--- src/rtl/dmem_arbiter_if.sv ---
// Bundle of pipeline, debug and data-memory signals around the dmem arbiter.
// slave = arbiter view; master = requesters plus the memory device.
interface dmem_arbiter_if #(
  parameter int ADDR_W = 32,
  parameter int DATA_W = 32
);
  logic              core_req;
  logic              core_we;
  logic [ADDR_W-1:0] core_addr;
  logic [DATA_W-1:0] core_wdata;
  logic [2:0]        core_funct3;
  logic [DATA_W-1:0] core_rdata;
  logic              core_stall;

  logic              dbg_req;
  logic              dbg_we;
  logic [ADDR_W-1:0] dbg_addr;
  logic [DATA_W-1:0] dbg_wdata;
  logic [2:0]        dbg_funct3;
  logic              dbg_gnt;
  logic              dbg_rvalid;
  logic [DATA_W-1:0] dbg_rdata;

  logic              mem_en;
  logic              mem_we;
  logic [ADDR_W-1:0] mem_addr;
  logic [DATA_W-1:0] mem_wdata;
  logic [2:0]        mem_funct3;
  logic [DATA_W-1:0] mem_rdata;

  modport slave (
    input  core_req, core_we, core_addr, core_wdata, core_funct3,
    output core_rdata, core_stall,
    input  dbg_req, dbg_we, dbg_addr, dbg_wdata, dbg_funct3,
    output dbg_gnt, dbg_rvalid, dbg_rdata,
    output mem_en, mem_we, mem_addr, mem_wdata, mem_funct3,
    input  mem_rdata
  );

  modport master (
    output core_req, core_we, core_addr, core_wdata, core_funct3,
    input  core_rdata, core_stall,
    output dbg_req, dbg_we, dbg_addr, dbg_wdata, dbg_funct3,
    input  dbg_gnt, dbg_rvalid, dbg_rdata,
    input  mem_en, mem_we, mem_addr, mem_wdata, mem_funct3,
    output mem_rdata
  );
endinterface

--- src/rtl/dmem_arbiter.sv ---
// Round-robin sharing of one data-memory port between the pipeline MEM stage and a debug master.
// Latency: grant -> ISSUE -> RESP, 3 cycles per access; core_stall holds the pipeline, debug holds until dbg_gnt.
// Optional macro DMEM_ARB_STATS_EN adds the saturating core_wait_cnt output.
module dmem_arbiter #(
  parameter int ADDR_W = 32,
  parameter int DATA_W = 32
) (
  input  logic          clk,
  input  logic          rst,
  input  logic          enable,
  dmem_arbiter_if.slave bus,
  output logic          busy
`ifdef DMEM_ARB_STATS_EN
  ,
  output logic [15:0]   core_wait_cnt
`endif
);

  typedef enum logic [1:0] {IDLE, ISSUE, RESP} state_t;

  typedef struct packed {
    logic              we;
    logic [ADDR_W-1:0] addr;
    logic [DATA_W-1:0] wdata;
    logic [2:0]        funct3;
  } acc_t;

  state_t state, state_nxt;
  acc_t   lat;
  logic   owner_dbg;
  logic   last_dbg;
  logic   core_cand, dbg_cand;
  logic   core_win, dbg_win;

  // The owner of the access in RESP may not win again until the other side had its chance.
  always_comb begin
    core_cand = 1'b0;
    dbg_cand  = 1'b0;
    if (state == IDLE) begin
      core_cand = bus.core_req;
      dbg_cand  = bus.dbg_req;
    end else if (state == RESP) begin
      core_cand = bus.core_req & owner_dbg;
      dbg_cand  = bus.dbg_req & ~owner_dbg;
    end
  end

  assign core_win = enable & ~rst & core_cand & (~dbg_cand | last_dbg);
  assign dbg_win  = enable & ~rst & dbg_cand & (~core_cand | ~last_dbg);

  always_ff @(posedge clk or posedge rst) begin
    if (rst) begin
      state <= IDLE;
    end else begin
      state <= state_nxt;
    end
  end

  always_comb begin
    state_nxt = IDLE;
    case (state)
      IDLE:    state_nxt = (core_win | dbg_win) ? ISSUE : IDLE;
      ISSUE:   state_nxt = RESP;
      RESP:    state_nxt = (core_win | dbg_win) ? ISSUE : IDLE;
      default: state_nxt = IDLE;
    endcase
  end

  always_ff @(posedge clk or posedge rst) begin
    if (rst) begin
      lat       <= '0;
      owner_dbg <= 1'b0;
      last_dbg  <= 1'b1;
    end else if (core_win) begin
      lat       <= {bus.core_we, bus.core_addr, bus.core_wdata, bus.core_funct3};
      owner_dbg <= 1'b0;
      last_dbg  <= 1'b0;
    end else if (dbg_win) begin
      lat       <= {bus.dbg_we, bus.dbg_addr, bus.dbg_wdata, bus.dbg_funct3};
      owner_dbg <= 1'b1;
      last_dbg  <= 1'b1;
    end
  end

  always_comb begin
    bus.mem_en     = 1'b0;
    bus.mem_we     = 1'b0;
    bus.mem_addr   = '0;
    bus.mem_wdata  = '0;
    bus.mem_funct3 = '0;
    bus.core_rdata = '0;
    bus.dbg_rvalid = 1'b0;
    bus.dbg_rdata  = '0;
    case (state)
      ISSUE: begin
        bus.mem_en     = 1'b1;
        bus.mem_we     = lat.we;
        bus.mem_addr   = lat.addr;
        bus.mem_wdata  = lat.wdata;
        bus.mem_funct3 = lat.funct3;
      end
      RESP: begin
        if (!owner_dbg) begin
          bus.core_rdata = bus.mem_rdata;
        end else if (!lat.we) begin
          bus.dbg_rvalid = 1'b1;
          bus.dbg_rdata  = bus.mem_rdata;
        end
      end
      default: ;
    endcase
  end

  assign bus.dbg_gnt    = dbg_win;
  assign bus.core_stall = bus.core_req & ~((state == RESP) & ~owner_dbg);
  assign busy           = (state != IDLE);

`ifdef DMEM_ARB_STATS_EN
  always_ff @(posedge clk or posedge rst) begin
    if (rst) begin
      core_wait_cnt <= '0;
    end else if (bus.core_stall && (core_wait_cnt != 16'hFFFF)) begin
      core_wait_cnt <= core_wait_cnt + 16'd1;
    end
  end
`endif

endmodule

--- src/flat_wrapper.sv ---
// flat-port wrapper written by rule: the top's interface ports become plain ports
module dmem_arbiter_flat 
#(
  parameter int ADDR_W = 32,
  parameter int DATA_W = 32
)
  (clk, rst, enable, busy, bus_core_req, bus_core_we, bus_core_addr, bus_core_wdata, bus_core_funct3, bus_core_rdata, bus_core_stall, bus_dbg_req, bus_dbg_we, bus_dbg_addr, bus_dbg_wdata, bus_dbg_funct3, bus_dbg_gnt, bus_dbg_rvalid, bus_dbg_rdata, bus_mem_en, bus_mem_we, bus_mem_addr, bus_mem_wdata, bus_mem_funct3, bus_mem_rdata);
  dmem_arbiter_if #(.ADDR_W(ADDR_W), .DATA_W(DATA_W)) bus_i ();
  input  logic clk;
  input  logic rst;
  input  logic enable;
  output logic busy;
  input wire logic [$bits(bus_i.core_req)-1:0] bus_core_req;
  input wire logic [$bits(bus_i.core_we)-1:0] bus_core_we;
  input wire logic [$bits(bus_i.core_addr)-1:0] bus_core_addr;
  input wire logic [$bits(bus_i.core_wdata)-1:0] bus_core_wdata;
  input wire logic [$bits(bus_i.core_funct3)-1:0] bus_core_funct3;
  output wire logic [$bits(bus_i.core_rdata)-1:0] bus_core_rdata;
  output wire logic [$bits(bus_i.core_stall)-1:0] bus_core_stall;
  input wire logic [$bits(bus_i.dbg_req)-1:0] bus_dbg_req;
  input wire logic [$bits(bus_i.dbg_we)-1:0] bus_dbg_we;
  input wire logic [$bits(bus_i.dbg_addr)-1:0] bus_dbg_addr;
  input wire logic [$bits(bus_i.dbg_wdata)-1:0] bus_dbg_wdata;
  input wire logic [$bits(bus_i.dbg_funct3)-1:0] bus_dbg_funct3;
  output wire logic [$bits(bus_i.dbg_gnt)-1:0] bus_dbg_gnt;
  output wire logic [$bits(bus_i.dbg_rvalid)-1:0] bus_dbg_rvalid;
  output wire logic [$bits(bus_i.dbg_rdata)-1:0] bus_dbg_rdata;
  output wire logic [$bits(bus_i.mem_en)-1:0] bus_mem_en;
  output wire logic [$bits(bus_i.mem_we)-1:0] bus_mem_we;
  output wire logic [$bits(bus_i.mem_addr)-1:0] bus_mem_addr;
  output wire logic [$bits(bus_i.mem_wdata)-1:0] bus_mem_wdata;
  output wire logic [$bits(bus_i.mem_funct3)-1:0] bus_mem_funct3;
  input wire logic [$bits(bus_i.mem_rdata)-1:0] bus_mem_rdata;
  assign bus_i.core_req = bus_core_req;
  assign bus_i.core_we = bus_core_we;
  assign bus_i.core_addr = bus_core_addr;
  assign bus_i.core_wdata = bus_core_wdata;
  assign bus_i.core_funct3 = bus_core_funct3;
  assign bus_core_rdata = bus_i.core_rdata;
  assign bus_core_stall = bus_i.core_stall;
  assign bus_i.dbg_req = bus_dbg_req;
  assign bus_i.dbg_we = bus_dbg_we;
  assign bus_i.dbg_addr = bus_dbg_addr;
  assign bus_i.dbg_wdata = bus_dbg_wdata;
  assign bus_i.dbg_funct3 = bus_dbg_funct3;
  assign bus_dbg_gnt = bus_i.dbg_gnt;
  assign bus_dbg_rvalid = bus_i.dbg_rvalid;
  assign bus_dbg_rdata = bus_i.dbg_rdata;
  assign bus_mem_en = bus_i.mem_en;
  assign bus_mem_we = bus_i.mem_we;
  assign bus_mem_addr = bus_i.mem_addr;
  assign bus_mem_wdata = bus_i.mem_wdata;
  assign bus_mem_funct3 = bus_i.mem_funct3;
  assign bus_i.mem_rdata = bus_mem_rdata;
  dmem_arbiter #(.ADDR_W(ADDR_W), .DATA_W(DATA_W)) u_core (.clk(clk), .rst(rst), .enable(enable), .bus(bus_i), .busy(busy));
endmodule
--- config.mk ---
export PLATFORM = sky130hd
export DESIGN_NAME = dmem_arbiter_flat
export DESIGN_NICKNAME = d
export VERILOG_FILES = /design/src/rtl/dmem_arbiter_if.sv /design/src/rtl/dmem_arbiter.sv /design/src/flat_wrapper.sv
export SDC_FILE = /design/constraint.sdc
export NUM_CORES = 1
export LEC_CHECK = 0
export ABC_AREA = 1
export BUFFER_PORTS_ARGS = -buffer_cell sky130_fd_sc_hd__buf_2
export CAP_MARGIN = 20
export CORE_MARGIN = 2
export CORE_UTILIZATION = 33
export CTS_CLUSTER_DIAMETER = 200
export CTS_CLUSTER_SIZE = 24
export DETAILED_ROUTE_END_ITERATION = 10
export GPL_TIMING_DRIVEN = 0
export PLACE_DENSITY = 0.64
export SLEW_MARGIN = 30
export SYNTH_ARGS = -nofsm -noshare
export SYNTH_HDL_FRONTEND = slang
export SYNTH_SLANG_ARGS = --single-unit
--- constraint.sdc ---
create_clock -name clk -period 7.2 [get_ports clk]
set_input_delay 0.72 -clock clk [delete_from_list [all_inputs] [get_ports clk]]
set_output_delay 0.72 -clock clk [all_outputs]
set_load 0.005 [all_outputs]
== Word level (Yosys, flattened, before mapping) ==
Cells that the tools add are included.

* Bits in registers: 72
* Output and inout port bits: 137
* Bits of input ports: 173

* Bitwise gates (word level): 18
* Reduce and logical (&&, ||, !) cells: 4
* Mux-type cells: 23
* Equal/unequal tests: 2

{| class="wikitable"
|+ Operators with widths
! cell !! count
|-
| $mux 32 || 7
|-
| $mux 68 || 2
|-
| $mux 1 || 12
|-
| $and 1x1->1 || 9
|-
| $not 1->1 || 6
|-
| $pmux 2 s2 || 1
|-
| $reduce_bool 2->1 || 2
|-
| $mux 3 || 1
|-
| $or 1x1->1 || 3
|-
| $eq 2x1->1 const B || 1
|-
| $eq 2x2->1 const B || 1
|-
| $logic_not 2->1 || 1
|-
| $reduce_or 2->1 || 1
|}

== Logic depth before layout (Yosys ltp) ==
Gate-level depths: netlist (run 1).

* Depth in word-level cells: 10
* Mapped depth: 11

== Least setup slack after synthesis (run 1) ==
OpenSTA, ideal clock, no wires.

* Path type: input port to output port
* Start point: input port rst
* End point: output port bus_dbg_gnt
* Required time: 6.480 ns
* Slack: 3.581 ns
* Data arrival time: 2.899 ns
* Cell stages on the path: 5
* Cell sequence: inv_1 > nand2_1 > nor2_1 > nand2_1 > inv_1

* Longest elaborated chain between the ends: 4

{| class="wikitable"
|+ Ends and longest elaborated chain
! element !! RTL line !! source
|-
| from (decl) || flat_wrapper.sv:10 || <nowiki>input logic rst;</nowiki>
|-
| $not 1->1 || dmem_arbiter.sv:49 || <nowiki>assign dbg_win = enable & ~rst & dbg_cand & (~core_cand | ~last_dbg);</nowiki>
|-
| $and 1x1->1 (3 in series) || dmem_arbiter.sv:49 ||
|-
| to (decl) || flat_wrapper.sv:25 || <nowiki>output wire logic [$bits(bus_i.dbg_gnt)-1:0] bus_dbg_gnt;</nowiki>
|}

Every way passes these cells.

== Worst setup path in the final report (run 1) ==
* Start point: register u_core.state[0]
* End point: output port bus_mem_wdata[16]

* Longest elaborated chain between the ends: 2

{| class="wikitable"
|+ Ends and longest elaborated chain
! element !! RTL line !! source
|-
| from (decl) || dmem_arbiter.sv:28 || <nowiki>state_t state, state_nxt;</nowiki>
|-
| from (signal assigned) || dmem_arbiter.sv:55 || <nowiki>state <= state_nxt;</nowiki>
|-
| $eq 2x1->1 || dmem_arbiter.sv:94 || <nowiki>case (state)</nowiki>
|-
| $mux 32 || dmem_arbiter.sv:94 ||
|-
| to (decl) || flat_wrapper.sv:31 || <nowiki>output wire logic [$bits(bus_i.mem_wdata)-1:0] bus_mem_wdata;</nowiki>
|}

Every way passes these cells.

==> results.sh, run 1 <==
export IMPL_cts_inserted_buffers=9
export IMPL_timing_final_ws_setup_ns=4.34
export IMPL_clk_latency_ns=0.33
export IMPL_seqPwrFrac_pct=40.9
export IMPL_io_buffers=309
export IMPL_pwr_share_comb_pct=32.7
export IMPL_r2r_start="u_core.state[0]$_DFF_PP0_"
export IMPL_finalNetCount=1353
export IMPL_antenna_found_initial=3
export IMPL_r2r_slack_ns=5.28
export IMPL_cts_hold_buffers=0
export IMPL_clock_skew_ns=0.00516
export IMPL_ys_seq_area_share_pct=36.0
export IMPL_grt_usage_pct=20.8
export IMPL_synth_seq_cells=72
export IMPL_syn2layout_area_growth_pct=41.5
export IMPL_finalSetupTns_ns=0
export IMPL_crit_required_ns=6.48
export IMPL_htree_levels=3
export IMPL_cp_buffers_inverters=5
export IMPL_irDropWorstVdd_mv=0.0959
export IMPL_syn_cell_area_sq_um=5000
export IMPL_cap_violations=0
export IMPL_relSlewSlack_pct=59.6
export IMPL_drive_above_1_share_pct=30.0
export IMPL_cts_sinks=72
export IMPL_pre_cts_ws_ns=4.05
export IMPL_drv_slew=0
export IMPL_grt_pass1_vias=5484
export IMPL_grt_max_degree=48
export IMPL_totalWireLength_um=17100
export IMPL_setup_viol=0
export IMPL_rsz0062_at_grt="no"
export IMPL_post_route_period_util_pct=39.8
export IMPL_reg2reg_to="u_core.lat[36]$_DFFE_PP0P_"
export IMPL_clockBufferDepth=2
export IMPL_timing_hold_ws_ns=0.470
export IMPL_power_density_nw_per_um2=217
export IMPL_die_h_um=127
export IMPL_vias_per_cell=4.32
export IMPL_ios=310
export IMPL_finalHoldViolations=0
export IMPL_crit_type="reg2out"
export IMPL_critPathMaxStageDelay_ns=0.44
export IMPL_cp_max_fo=10
export IMPL_fin_area_sq_um=7080
export IMPL_worst_slew_pin_slew_ns=0.606
export IMPL_detail_route_antenna_nets=0
export IMPL_crit_path_cell_trace="inv_2 > nor2_1 > inv_2 > clkbuf_1 > clkbuf_1 > nor2_1 > buf_2"
export IMPL_overflow=0
export IMPL_cts_tree="yes"
export IMPL_endpoint_kind="primary output"
export IMPL_setup_worst_path_start="u_core.state[0]$_DFF_PP0_"
export IMPL_postCtsSetupBuffers=0
export IMPL_firstDrtPassIters=4
export IMPL_status="complete, no violations"
export IMPL_dieArea_sq_um=16200
export IMPL_ctsResizeCount=0
export IMPL_post_dp_cell_area_sq_um=6810
export IMPL_yosysWarnings=0
export IMPL_grt_first_pass_wirelength_um=26700
export IMPL_p_sw_uw=541
export IMPL_crit_slowest_cell="clkbuf_1"
export IMPL_core_area_sq_um=15000
export IMPL_die_w_um=127
export IMPL_p_int_uw=997
export IMPL_reg2reg_depth=10
export IMPL_power_total_uw=1540
export IMPL_initial_core_util_pct=33.3
export IMPL_wire_per_inst_um=12.4
export IMPL_path_depth=7
export IMPL_clk_pin_slew_ns=0.06
export IMPL_swShare_pct=35.2
export IMPL_gp_congestion=0.884
export IMPL_syn_inst=859
export IMPL_hpwl_um=13800
export IMPL_worstSetupStartpointType="flop"
export IMPL_power_leakage_uw=0.00495
export IMPL_path_delay_family="buffers and inverters"
export IMPL_clkPwrFrac_pct=26.5
export IMPL_vias=5941
export IMPL_drc_errors=0
export IMPL_post_synth_cell_area_avg_sq_um=5.83
export IMPL_root_buffer="clkbuf_16"
export IMPL_drtIter0Drc=204
export IMPL_critical_path_arrival_ns=2.14
export IMPL_hp_class="in2async"
export IMPL_num_rows=45
export IMPL_finalCriticalPeriod_ns=2.86
export IMPL_fmax_mhz=349
export IMPL_synth_nets=1032
export IMPL_synth_cell_types=17
==> power groups by stage <==
stage	sequential (uW)	combinational, uW	clock (uW)
6_report	628	502	407
2_1_floorplan	617	327	0
3_3_place_gp	630	501	0
5_1_grt	648	586	433
3_5_place_dp	635	509	0
4_1_cts	629	512	419
==> cell families (layout without fill, tap and decap cells) <==
group | after synthesis | in the layout | synth area share, %
compound gates | 2 | 2 | 0.200
buf+inv | 295 | 621 | 23.0
other cells | 0 | 3 | 0
simple gates | 490 | 490 | 40.7
flops | 72 | 72 | 36.0
==> per-layer routing <==
metal,up-vias,track usage [%],part of all wire [%]
li1,3082,-,-
met1,2648,24.1,41
met2,191,39.3,51
met3,20,2.60,5.4
met4,0,7.50,2.1
met5,-,0,0
==> cell usage after synthesis <==
cell / count / area (sq um)
dfstp_2: 1 / 26.3
inv_1: 243 / 912
nor2_4: 1 / 11.3
nand3_1: 139 / 696
nand2_2: 2 / 12.5
nor2_2: 1 / 6.26
buf_2: 19 / 95.1
nor3_1: 1 / 5.00
buf_6: 3 / 33.8
nor2_1: 134 / 503
clkbuf_1: 18 / 67.6
nand2_1: 211 / 792
dfrtp_1: 71 / 1780
nand4_2: 1 / 12.5
buf_1: 8 / 30.0
o21ai_0: 2 / 10.0
inv_2: 4 / 15.0
==> worst register-to-register path, delay by kind of cell (launching register included) <==
family	cells	cell delay [ns]
buf+inv	3	0.41
flops	1	0.41
simple gates	7	1.01
==> cell usage in the layout, fill, tap and decap left out <==
master        n
dfrtp_1      71
inv_2         4
inv_4         1
buf_1         8
diode_2       3
nor2_4        1
clkinvlp_4    1
nand4_2       1
dfstp_2       1
o21ai_0       2
buf_12        1
nor2_1      134
clkinv_2      2
clkbuf_1     21
nand2_1     211
nand2_2       2
buf_2       328
clkbuf_16     9
buf_6         3
inv_1       242
clkbuf_8      1
nor3_1        1
nor2_2        1
nand3_1     139
==> how the worst max path moves through the flow <==
stage | end | slack, ns
2_1_floorplan | bus_dbg_gnt | 3.58
3_3_place_gp | u_core.lat[32]$_DFFE_PP0P_ | 2.26
3_5_place_dp | u_core.lat[36]$_DFFE_PP0P_ | 4.05
4_1_cts | bus_mem_wdata[25] | 4.25
5_1_grt | bus_mem_wdata[16] | 4.14
6_report | bus_mem_wdata[16] | 4.34
==> layout make-up <==
| cell class | instances | area (sq um) |
|---|---|---|
| Clock buffer | 13 | 250 |
| Antenna cell | 3 | 7.51 |
| Clock inverter | 3 | 17.5 |
| Sequential cell | 72 | 1800 |
| Buffer | 48 | 226 |
| Timing Repair Buffer | 310 | 1570 |
| Fill cell | 1686 | 7950 |
| Tap cell | 188 | 235 |
| Multi-Input combinational cell | 492 | 2050 |
| Inverter | 247 | 930 |
==> flip-flops by register name, summed over array words and instances (netlist names) <==
| signal | cells |
|---|---|
| u_core.last_dbg | 1 |
| u_core.lat | 68 |
| u_core.state | 2 |
| u_core.owner_dbg | 1 |
==> per-stage QoR <==
stage,utilization (%),instances
floorplan,-,859
global placement,45.1,1356
detailed placement,45.3,1357
CTS,47.1,1373
global route,47.1,1376
finish,47.1,1376
No activity file was read; power rests on OpenSTA's default activity.
==> run 2: changes to the inputs <==
PLACE_DENSITY = 0.67   (was 0.64)
clock period = 2.4 ns   (was 7.2 ns; I/O delays follow)
==> results.sh, run 2 (synthesis results as in run 1) <==
export IMPL_hpwl_um=13900
export IMPL_syn2layout_area_growth_pct=42.7
export IMPL_io_buffers=309
export IMPL_rsz0062_at_grt="no"
export IMPL_drive_above_1_share_pct=30.5
export IMPL_power_density_nw_per_um2=654
export IMPL_critical_path_arrival_ns=2.42
export IMPL_worst_slew_pin_slew_ns=0.527
export IMPL_irDropWorstVdd_mv=0.277
export IMPL_postCtsSetupBuffers=0
export IMPL_ios=310
export IMPL_grt_pass1_vias=5546
export IMPL_finalNetCount=1355
export IMPL_relSlewSlack_pct=64.9
export IMPL_cts_sinks=72
export IMPL_htree_levels=3
export IMPL_totalWireLength_um=17200
export IMPL_gp_congestion=0.833
export IMPL_status="complete, no violations"
export IMPL_regMostFlops="u_core.lat"
export IMPL_drc_errors=0
export IMPL_wire_per_inst_um=12.4
export IMPL_crit_type="in2reg"
export IMPL_hp_class="in2reg"
export IMPL_setup_viol=0
export IMPL_mostFrequentLayoutCells="buf_2 (329), inv_1 (242), nand2_1 (210)"
export IMPL_firstDrtPassIters=5
export IMPL_final_common_cell="buf_2"
export IMPL_drtIter0Drc=254
export IMPL_vias_per_cell=4.35
export IMPL_cts_tree="yes"
export IMPL_post_route_period_util_pct=91.9
export IMPL_grt_max_degree=28
export IMPL_die_h_um=127
export IMPL_clockBufferDepth=2
export IMPL_clk_pin_slew_ns=0.06
export IMPL_root_buffer="clkbuf_16"
export IMPL_clk_latency_ns=0.33
export IMPL_drv_slew=0
export IMPL_fin_util_pct=47.5
export IMPL_finalSetupTns_ns=0
export IMPL_core_area_sq_um=15000
export IMPL_finalHoldViolations=0
export IMPL_crit_required_ns=2.62
export IMPL_cts_inserted_buffers=9
export IMPL_largest_reg_flops=68
export IMPL_dieArea_sq_um=16200
export IMPL_endpoint_kind="flop"
export IMPL_antenna_found_initial=5
export IMPL_worstSetupStartpointType="primary input"
export IMPL_detail_route_antenna_nets=0
export IMPL_cap_violations=0
export IMPL_finalCriticalPeriod_ns=2.20
export IMPL_reg_largest_list="u_core.lat (68), u_core.state (2)"
export IMPL_grt_first_pass_wirelength_um=26600
export IMPL_power_leakage_uw=0.00497
export IMPL_vias=5991
export IMPL_cp_max_fo=27
export IMPL_instances_no_fill=1378
export IMPL_placed_cells=1358
export IMPL_clock_skew_ns=0.00745
export IMPL_overflow=0
export IMPL_num_rows=45
export IMPL_die_w_um=127
export IMPL_fmax_mhz=454
export IMPL_grt_usage_pct=20.8
export IMPL_initial_core_util_pct=33.3
## run 2: critical path, cell delays in order
cell           delay [ns]
dlygate4sd3_1        0.55
buf_2                0.14
clkinvlp_4           0.09
buf_12               0.19
nand2_2              0.10
nor2_4               0.25
nand2_2              0.18
nand2_4              0.16
inv_2                0.09
buf_6                0.15
buf_6                0.14
nand2_1              0.06
nand2_1              0.05
## run 2: layout make-up
cell class / instances / area (sq um)
antenna: 4 / 10.0
buffer: 47 / 223
clock buffer: 11 / 253
clock inverter: 4 / 28.8
fill: 1610 / 7890
inverter: 247 / 931
multi-input combinational: 492 / 2060
sequential: 72 / 1800
tap: 188 / 235
timing repair buffer: 313 / 1600
## run 2: routing by layer
metal  routed length, um  share of wire [%]  global-route usage, %
met5                   0                  0                      0
met4                 616                3.6                   9.05
met3                1010                5.9                   3.60
met2                8580                 50                   37.8
met1                6960                 41                   24.1
## run 2: power by group
group | internal [uW] | total [uW] | switching, uW | leakage (uW)
registers | 1660 | 1890 | 228 | 0.000892
logic | 612 | 1520 | 911 | 0.00394
clock network | 752 | 1260 | 511 | 0.000134
total | 3020 | 4670 | 1650 | 0.00497
## run 2: stage by stage
step / cell area, sq um / power, uW / setup slack [ns] / hold slack [ns]
after floorplan: 5010 / 2830 / 0.0124 / 0.430
after global placement: 6790 / 3390 / -0.989 / 0.462
after detailed placement: 6830 / 3430 / -0.00797 / 0.290
after CTS: 7130 / 4730 / 0.0706 / 0.205
after global routing: 7140 / 5060 / 0.00311 / 0.228
final: 7140 / 4670 / 0.195 / 0.217
## run 2: final timing paths
path | startpoint | endpoint | slack (ns) | cells after the start
worst max-delay path | rst | u_core.lat[67]$_DFFE_PP0P_ | 0.20 | 13
worst min-delay path | bus_dbg_wdata[24] | u_core.lat[27]$_DFFE_PP0P_ | 0.22 | 5
worst max register to register | u_core.state[1]$_DFF_PP0_ | u_core.lat[33]$_DFFE_PP0P_ | 0.50 | 8
worst min register to register | u_core.lat[10]$_DFFE_PP0P_ | u_core.lat[10]$_DFFE_PP0P_ | 0.48 | 2
max in group asynchronous | rst | u_core.lat[46]$_DFFE_PP0P_ | 1.43 | 4
min in group asynchronous | rst | u_core.lat[62]$_DFFE_PP0P_ | 0.53 | 4
## run 2: repair_timing
item	in CTS	in global routing
hold endpoints to repair	20	0
endpoints found under the setup margin	20	28
hold buffers	2	0
resized for setup	0	2
